==> config.mk <==
export PLATFORM = sky130hd
export DESIGN_NAME = voice_mixer
export DESIGN_NICKNAME = d
export VERILOG_FILES = /design/src/rtl/voice_mixer.sv
export SDC_FILE = /design/constraint.sdc
export NUM_CORES = 1
export LEC_CHECK = 0
export BUFFER_PORTS_ARGS = -buffer_cell sky130_fd_sc_hd__buf_4
export CAP_MARGIN = 20
export CORE_ASPECT_RATIO = 1.2
export CORE_UTILIZATION = 41
export CTS_BUF_LIST = sky130_fd_sc_hd__clkbuf_4 sky130_fd_sc_hd__clkbuf_8
export CTS_CLUSTER_SIZE = 25
export DETAILED_ROUTE_END_ITERATION = 8
export HOLD_SLACK_MARGIN = 0.1
export PLACE_DENSITY = 0.6
export SLEW_MARGIN = 20
export SYNTH_ARGS = -nofsm -noshare
export SYNTH_HDL_FRONTEND = slang
export SYNTH_SLANG_ARGS = --single-unit
==> constraint.sdc <==
create_clock -name Clk -period 6.3 [get_ports Clk]
set_input_delay 1.26 -clock Clk [delete_from_list [all_inputs] [get_ports Clk]]
set_output_delay 1.26 -clock Clk [all_outputs]
set_load 0.03 [all_outputs]
==> src/rtl/voice_mixer.sv <==
// voice_mixer: snapshots NUM_VOICES signed voices on a tick, sums enabled ones one per clock, scales, saturates and hands off.
module voice_mixer #(
  parameter int NUM_VOICES = 4,
  parameter int VOL_SHIFT  = 7
) (
  input  logic                    Clk,
  input  logic                    Reset,
  input  logic                    sample_tick,
  input  logic [16*NUM_VOICES-1:0] voices_in,
  input  logic [NUM_VOICES-1:0]   voice_en,
  input  logic [7:0]              volume,
  output logic [15:0]             out_sample,
  output logic                    out_valid,
  input  logic                    out_ready,
  output logic                    busy,
  output logic                    clip,
  output logic                    overrun,
  input  logic                    clr_status
);
  localparam int AW = 16 + $clog2(NUM_VOICES);
  localparam int IW = NUM_VOICES > 1 ? $clog2(NUM_VOICES) : 1;
  localparam int PW = AW + 9;
  typedef enum logic [1:0] {IDLE, ACCUM, SCALE} state_t;
  state_t                  state_q;
  logic [16*NUM_VOICES-1:0] snap_v_q;
  logic [NUM_VOICES-1:0]   snap_en_q;
  logic [7:0]              snap_vol_q;
  logic signed [AW-1:0]    acc_q;
  logic [IW-1:0]           idx_q;
  logic [15:0]             res_q, out_sample_q;
  logic                    pend_q, out_valid_q, clip_q, ovr_q;
  logic                    clip_d, ovr_d;
  logic signed [15:0]      cur_v;
  logic signed [AW-1:0]    cur_ext;
  logic signed [PW-1:0]    prod, shifted;
  logic                    sat_hi, sat_lo;
  logic [15:0]             sat_res;
  always_comb begin
    cur_v   = snap_v_q[16*idx_q +: 16];
    cur_ext = AW'(cur_v);
    prod    = acc_q * $signed({1'b0, snap_vol_q});
    shifted = prod >>> VOL_SHIFT;
    sat_hi  = shifted > PW'(32767);
    sat_lo  = shifted < PW'(-32768);
    sat_res = sat_hi ? 16'h7fff : sat_lo ? 16'h8000 : shifted[15:0];
    clip_d  = (clip_q && !clr_status) || (state_q == SCALE && (sat_hi || sat_lo));
    // a result landing on an unaccepted one, or a tick arriving mid-mix, is an overrun
    ovr_d   = (ovr_q && !clr_status) || (sample_tick && state_q != IDLE) ||
              (pend_q && out_valid_q && !out_ready);
  end
  always_ff @(posedge Clk) begin
    if (Reset) begin
      state_q      <= IDLE;
      snap_v_q     <= '0;
      snap_en_q    <= '0;
      snap_vol_q   <= '0;
      acc_q        <= '0;
      idx_q        <= '0;
      res_q        <= '0;
      pend_q       <= 1'b0;
      out_sample_q <= '0;
      out_valid_q  <= 1'b0;
      clip_q       <= 1'b0;
      ovr_q        <= 1'b0;
    end else begin
      clip_q <= clip_d;
      ovr_q  <= ovr_d;
      pend_q <= state_q == SCALE;
      if (pend_q) begin
        out_sample_q <= res_q;
        out_valid_q  <= 1'b1;
      end else if (out_valid_q && out_ready) begin
        out_valid_q <= 1'b0;
      end
      case (state_q)
        IDLE: if (sample_tick) begin
          snap_v_q   <= voices_in;
          snap_en_q  <= voice_en;
          snap_vol_q <= volume;
          acc_q      <= '0;
          idx_q      <= '0;
          state_q    <= ACCUM;
        end
        ACCUM: begin
          if (snap_en_q[idx_q]) acc_q <= acc_q + cur_ext;
          idx_q <= idx_q + IW'(1);
          if (idx_q == IW'(NUM_VOICES - 1)) state_q <= SCALE;
        end
        SCALE: begin
          res_q   <= sat_res;
          state_q <= IDLE;
        end
        default: state_q <= IDLE;
      endcase
    end
  end
  assign out_sample = out_sample_q;
  assign out_valid  = out_valid_q;
  assign busy       = state_q != IDLE;
  assign clip       = clip_q;
  assign overrun    = ovr_q;
endmodule
Word-level counts from Yosys, hierarchy flattened
Cells that the tools add are included.

word-level totals
  logic and storage cells = 60
  output and inout bits = 20
  register bits after elaboration = 134
  input port bits = 81

cells by class
  add/sub/neg operators = 2
  reduce and logical (&&, ||, !) cells = 21
  order comparisons = 3
  multiply operators = 1
  eq/ne operators = 6
  shifts and indexed selects = 1
  multiplexer cells = 14

operators with widths
  cell                  number
  $shiftx 64x7->16      1
  $mux 18               2
  $pmux 18 s2           1
  $mux 16               2
  $mul 18x9->27         1
  $gt 20x16->1 const B  1
  $lt 20x16->1 const B  1
  $add 18x16->18        1
  $pmux 2 s2            2
  $logic_and 1x1->1     7
  $mux 2                3
  $ne 2x2->1 const B    3
  $reduce_and 2->1      3
  $reduce_bool 2->1     3
  $eq 2x2->1 const B    2
  $logic_or 1x1->1      4
  $lt 2x3->1 const B    1
  $mux 1                3
  $reduce_and 3->1      1
  $add 2x1->2 const B   1
  $bmux 1 s2            1
  $eq 2x1->1 const B    1
  $logic_not 1->1       2
  $logic_not 2->1       1

Logic depth before layout (Yosys ltp)
Gate-level depths: netlist of the first run.

  depth after elaboration = 5
  gate-level depth with buffers = 22
  gate-level depth less buffers = 20

Worst setup path after synthesis of the first run
Ideal clock, no wire load.

  path type = flip-flop to flip-flop
  from = reg snap_vol_q[2]
  to = reg res_q[5]
  data arrival time = 5.385 ns
  data required time = 6.168 ns
  clock period less this slack = 5.517 ns
  stages on the path, launching flop included = 21
  slack = 0.783 ns
  path buffers = 3
  library setup time = 0.132 ns
  cells stage by stage = dfxtp_1 -> clkbuf_1 -> clkbuf_1 -> nand2_1 -> fa_1 -> inv_1 -> fa_1 -> fa_1 -> inv_1 -> fa_1 -> inv_1 -> ha_1 -> a21o_1 -> a21oi_1 -> o21ai_0 -> a2111oi_0 -> a21oi_2 -> o31a_1 -> buf_4 -> a211oi_1 -> nor3_1

between the ends
  word-level cells in the longest chain between the ends = 4
  elaborated cells on any way between the ends = 5
  classes of those cells = 1 x mul; 2 x order compare; 2 x mux

RTL lines
  element                   line  text
  start: declaration        27    logic [7:0] snap_vol_q;
  start signal: assignment  79    snap_vol_q <= volume;
  $mul 18x9->27 *           41    prod = acc_q * $signed({1'b0, snap_vol_q});
  $lt 20x16->1              44    sat_lo = shifted < PW'(-32768);
  $mux 16                   45    sat_res = sat_hi ? 16'h7fff : sat_lo ? 16'h8000 : shifted[15:0];
  $mux 16 *                 45
  end signal: assignment    90    res_q <= sat_res;
  end: declaration          30    logic [15:0] res_q, out_sample_q;

Mark *: on every way between the ends. The rest lies on a longest branch, timed or not.
A chain may end at the register's enable or synchronous reset.

Worst setup path after layout of the first run
  from = reg snap_vol_q[2]
  to = reg res_q[2]

The elaborated chain is that of the path after synthesis.

==> impl_metrics.py, run 1 <==
metrics = {
    "detailed_routing": {
        "wl_met3_um": 794,
        "maxUsedRoutingLayer": "met4",
        "wl_met2_mm": 11.3,
        "drc_errors": 0,
        "viasPerCell": 4.94,
        "drt-met1-wl_mm": 11.6,
        "drtAntennaViolNets": 0,
        "avgRoutedWirePerCell_um": 14.1,
        "drtIter0Drc": 301,
        "first_pass_iters": 4,
        "totalWireLength_mm": 24.2,
        "vias": 8467,
    },
    "placement": {
        "dp_hpwl_mm": 18.4,
        "gp_congestion": 0.831,
        "io_buffers": 100,
        "pre_cts_slack_ps": 523,
    },
    "timing": {
        "hold_viol_final": 0,
        "timing.final.crit_share": 0.924,
        "maxSlewViolCount": 0,
        "setup_viol": 0,
        "post-route-min-period_ps": 5820,
        "rsz0062_at_grt": "false",
        "whs_ps": 453,
        "slew_headroom": 0.333,
        "skew_ps": 19.0,
        "clock.fmax_mhz": 172,
        "fin_ws_ps": 477,
        "tightest_slew_ps": 999,
        "tns_ps": 0,
    },
    "floorplanning": {
        "die_x_um": 151,
        "dieHeight_um": 181,
        "std_cell_rows": 65,
        "initial_core_util": 0.416,
        "fp.coreArea_sq_um": 26300,
        "dieArea_sq_um": 27300,
        "io_pins": 101,
    },
    "logic_synthesis": {
        "synth.top_cells.by_area": "dfxtp_1, fa_1, nand2_1",
        "yosysWarnings": 0,
        "yosysTopAreaCell": "dfxtp_1",
        "yosysTopAreaCellShare": 0.245,
        "synth_nets": 1560,
        "synth-seq-area-share": 0.245,
        "synth.most_common_cell": "nand2_1",
        "synthArstFlopShare": 0,
        "synth-seq-cells": 134,
        "syn_area_sq_um": 10900,
        "synth_cells": 1297,
        "synth-edff-count": 0,
        "avgSynthCellArea_sq_um": 8.43,
        "synth.top_cells.by_count": "nand2_1, inv_1, dfxtp_1",
        "synthFlopType": "dfxtp_1",
        "ys_types": 53,
    },
    "global_routing": {
        "grt_usage": 0.186,
        "grt_max_degree": 77,
        "grt_overflow_total": 0,
        "antenna_found_initial": 0,
        "grt_pass1_vias": 8517,
        "grt_pass1_wl_mm": 40.6,
    },
    "setup_path": {
        "startpoint_type": "flop",
        "criticalPathCategory": "flop to flop",
        "crit_arrival_ps": 6210,
        "worstSetupEndpointType": "flop",
        "cp_data_required_time_ps": 6690,
        "crit_fanout": 15,
    },
    "clock_tree": {
        "cts-hold-fix-buffers": 0,
        "clk_pin_slew_ps": 110,
        "htreeDepth": 4,
        "cts_buffer_depth": 2,
        "post_cts_resized": 0,
        "cts_root_buf": "clkbuf_8",
        "worstSkewPairLatency_ps": 460,
        "cts_tree": "done",
        "cts_buffers": 17,
        "clkSinkCount": 134,
        "post_cts_buffers": 0,
    },
    "pwr": {
        "power_switching_uw": 599,
        "totalPowerFinal_uw": 1880,
        "p_int_uw": 1280,
        "p_seq_frac": 0.485,
        "clkPwrFrac": 0.394,
        "p_comb_frac": 0.121,
        "p_leak_uw": 0.00582,
        "vdd_drop_max_uv": 128,
        "p_sw_frac": 0.318,
        "power_density_nw_per_um2": 152,
    },
    "job": {
        "maxCapViolCount": 0,
    },
    "layout": {
        "fin_util": 0.470,
        "synthToLayoutAreaGrowth_pct": 13.0,
        "drive_gt1_frac": 0.127,
        "nNetsFinal": 1628,
        "antennaDiodeCount": 0,
    },
    "outcome": {
        "outcome": "finished clean",
    },
    "hold_path": {
        "hold_path_class": "flop to flop",
    },
}
## routing by layer
layer  global-route usage  vias to the layer above
met4               0.0592                        0
met5                    0                        -
li1                     -                     4300
met2                0.308                      155
met1                0.247                     3987
met3               0.0303                       25
## final timing paths
path / slack (ps) / endpoint / from / depth (start not counted)
worst max-delay path: 480 / res_q[2]$_SDFFE_PP0P_ / snap_vol_q[2]$_SDFFE_PP0P_ / 19
worst min-delay path: 450 / res_q[8]$_SDFFE_PP0P_ / res_q[8]$_SDFFE_PP0P_ / 2
worst max register to register: 480 / res_q[2]$_SDFFE_PP0P_ / snap_vol_q[2]$_SDFFE_PP0P_ / 19
worst min register to register: 450 / res_q[8]$_SDFFE_PP0P_ / res_q[8]$_SDFFE_PP0P_ / 2
## power by group through the flow
| stage | Sequential (uW) | Combinational (uW) | Clock (uW) |
|---|---|---|---|
| after floorplan | 914 | 159 | 0 |
| after global routing | 919 | 255 | 804 |
| after detailed placement | 933 | 230 | 0 |
| after CTS | 913 | 230 | 761 |
| after global placement | 932 | 226 | 0 |
| final | 913 | 228 | 740 |
## cell usage in the layout, fill, tap and decap left out, types with 15 or more instances in the layout
master      n
fa_1      114
ha_1       68
xnor2_1    26
a21o_1     15
a21oi_1   122
dfxtp_1   134
nor2_1     60
buf_4     112
and2_1     85
nand2_1   256
mux2i_1    18
o21ai_0    24
inv_1     167
clkbuf_8   17
mux4_2     16
nand3_1    15
## critical path, cell delays in order, from the launching register on
cell and delay (ps):
dfxtp_1 700, buf_4 240, nand2_1 80, fa_1 560, inv_1 50, fa_1 480
fa_1 490, inv_1 50, fa_1 520, inv_1 40, ha_1 340, a21oi_1 90
o21a_1 240, a21bo_2 230, or3_1 360, o211ai_1 190, xnor2_1 210, o31a_1 490
o21ai_0 210, a21oi_2 150
## layout make-up
type / instances / area (sq um)
Clock buffer: 17 / 234
Clock inverter: 15 / 150
Tap cell: 335 / 419
Fill cell: 2591 / 13900
Sequential cell: 134 / 2680
Timing Repair Buffer: 113 / 868
Multi-Input combinational cell: 932 / 7360
Inverter: 167 / 627
## registers in the layout (all words and copies together) (netlist names)
register,cells
out_sample,16
snap_vol_q,8
snap_v_q,64
out_valid,1
acc_q,18
res_q,16
pend_q,1
overrun,1
idx_q,2
snap_en_q,4
state_q,2
clip,1
## metrics by stage
step                std cells  instance area (sq um)
global route             1713                  12300
floorplan                1297                  10900
detailed placement       1681                  12000
finish                   1713                  12300
CTS                      1713                  12300
global placement         1680                  11900
## cells by family after synthesis
kind of cell	after synthesis	share of synthesized area
flops	134	0.245
mux	35	0.0505
compound gates	214	0.117
buf+inv	231	0.0811
fa+ha+maj	182	0.287
simple gates	467	0.192
xor+xnor	34	0.0272
Power figures use the tool's default switching activity.
==> inputs of run 2 (changes only) <==
- clock period: 6.3 -> 5.95 ns (I/O delays scaled with it)
==> run 2 against run 1 <==
Compared with the run above: flip-flop and latch count unchanged; hold slack better by 0.84 ps; maximum frequency grew 7.0%; global-route usage rose by 0.65 points; sequential share of layout area is 0.10 points lower; via count is 0.93% higher; clock skew increased by 4.1 ps; first-iteration DRC count up 4.0%; clock-buffer cell count rose by 2; combinational power up 7%; power is 11% higher; critical path type unchanged; largest cell class unchanged; highest routed layer unchanged.
==> impl_metrics.py, run 2 (synthesis results as in run 1) <==
metrics = {
    "layout": {
        "design_area_sq_um": 12400,
        "largest_reg_flops": 64,
        "final_common_cell": "nand2_1",
        "drive_gt1_frac": 0.135,
        "regArea_sq_um": 2690,
        "fin_util": 0.473,
        "multi_input_area_sq_um": 7380,
        "final_cell_mix": "nand2_1, inv_1, dfxtp_1, a21oi_1, buf_4",
        "synthToLayoutAreaGrowth_pct": 13.7,
        "antennaDiodeCount": 0,
        "reg_top3": "snap_v_q (64), acc_q (18)",
        "largest-register": "snap_v_q",
        "nNetsFinal": 1632,
        "fillers": 2597,
    },
    "timing": {
        "tightest_slew_ps": 1110,
        "post-route-min-period_ps": 5440,
        "tns_ps": 0,
        "slew_headroom": 0.260,
        "skew_ps": 23.1,
        "timing.final.crit_share": 0.915,
        "clock.fmax_mhz": 184,
        "maxSlewViolCount": 0,
        "rsz0062_at_grt": "false",
        "hold_viol_final": 0,
        "setup_viol": 0,
    },
    "global_routing": {
        "grt_pass1_vias": 8814,
        "grt_max_degree": 102,
        "antenna_found_initial": 0,
        "grt_overflow_total": 0,
        "grt_pass1_wl_mm": 41.8,
        "grt_usage": 0.193,
    },
    "floorplanning": {
        "io_pins": 101,
        "die_x_um": 151,
        "std_cell_rows": 65,
        "fp.coreArea_sq_um": 26300,
        "initial_core_util": 0.416,
        "dieHeight_um": 181,
        "dieArea_sq_um": 27300,
    },
    "setup_path": {
        "critPathLaunch": "snap_vol_q[5]$_SDFFE_PP0P_",
        "cp_data_required_time_ps": 6310,
        "worstSetupEndpointType": "flop",
        "startpoint_type": "flop",
        "crit_arrival_ps": 5800,
        "criticalPathCategory": "flop to flop",
        "r2r_slack_ps": 510,
        "regToRegStartpoint": "snap_vol_q[5]$_SDFFE_PP0P_",
        "crit_fanout": 16,
    },
    "clock_tree": {
        "cts_tree": "done",
        "clk_pin_slew_ps": 100,
        "htreeDepth": 4,
        "cts_root_buf": "clkbuf_8",
        "clkSinkCount": 134,
        "cts_buffers": 17,
        "cts-hold-fix-buffers": 0,
        "worstSkewPairLatency_ps": 460,
        "cts_buffer_depth": 2,
    },
    "job": {
        "maxCapViolCount": 0,
    },
    "detailed_routing": {
        "vias": 8546,
        "totalWireLength_mm": 24.9,
        "drtIter0Drc": 313,
        "viasPerCell": 4.98,
        "first_pass_iters": 5,
        "drc_errors": 0,
        "drtAntennaViolNets": 0,
        "avgRoutedWirePerCell_um": 14.5,
    },
    "pwr": {
        "p_comb_frac": 0.116,
        "clkPwrFrac": 0.423,
        "power_switching_uw": 607,
        "power_density_nw_per_um2": 169,
        "p_seq_frac": 0.461,
        "p_sw_frac": 0.290,
        "p_int_uw": 1490,
        "p_leak_uw": 0.00587,
        "vdd_drop_max_uv": 112,
    },
    "placement": {
        "io_buffers": 100,
        "dp_hpwl_mm": 19.1,
        "placed_area_sq_um": 12000,
        "gp_congestion": 0.842,
    },
    "hold_path": {
        "hp-start": "res_q[6]$_SDFFE_PP0P_",
        "hold_path_class": "flop to flop",
    },
    "outcome": {
        "outcome": "finished clean",
    },
}
-- run 2: worst paths after layout --
| path | end | cells after the start |
|---|---|---|
| setup / recovery | res_q[14]$_SDFFE_PP0P_ | 19 |
| hold / removal | res_q[6]$_SDFFE_PP0P_ | 2 |
| setup reg to reg | res_q[14]$_SDFFE_PP0P_ | 19 |
| hold reg to reg | res_q[6]$_SDFFE_PP0P_ | 2 |
-- run 2: layout make-up --
type | count | share of cell area
clock buffer | 19 | 0.0205
multi-input combinational | 932 | 0.594
sequential | 134 | 0.216
inverter | 167 | 0.0504
tap | 335 | 0.0337
timing repair buffer | 117 | 0.0707
clock inverter | 13 | 0.0147
-- run 2: layer usage --
metal / vias to the layer above / GRT usage / part of all wire
met5: - / 0 / 0
li1: 4304 / - / -
met2: 174 / 0.331 / 0.49
met1: 4032 / 0.244 / 0.45
met4: 0 / 0.0672 / 0.020
met3: 36 / 0.0290 / 0.039
-- run 2: metrics by stage --
step	cells	total power, uW	setup WS [ps]	hold WS, ps
finish	1717	2090	507	454
global route	1717	2190	47.1	471
CTS	1717	2120	110	457
detailed placement	1685	1230	118	446
global placement	1685	1230	288	439
floorplan	1297	1140	433	430
-- run 2: power by group through the flow --
stage                     Combinational, uW  Sequential (uW)  Clock (uW)
after floorplan                         168              968           0
after global placement                  243              984           0
after detailed placement                245              986           0
after CTS                               246              965         906
after global routing                    273              971         949
final                                   243              965         886
-- run 2: timing repair --
action,4_1_cts,5_1_grt
setup buffers,0,0
endpoints found under the setup margin,0,16
resized for setup,0,10
-- run 2: worst max-delay path: stages, from the launching register on --
cell	delay [ps]
dfxtp_1	470
buf_4	220
and2_1	180
fa_1	450
fa_1	540
inv_1	50
fa_1	480
fa_1	550
inv_1	40
ha_1	310
o21a_1	120
nor2_1	220
o31ai_4	120
a221oi_1	260
buf_4	200
o211ai_1	110
xnor2_1	360
a41oi_1	110
a21o_2	340
nor3_1	210
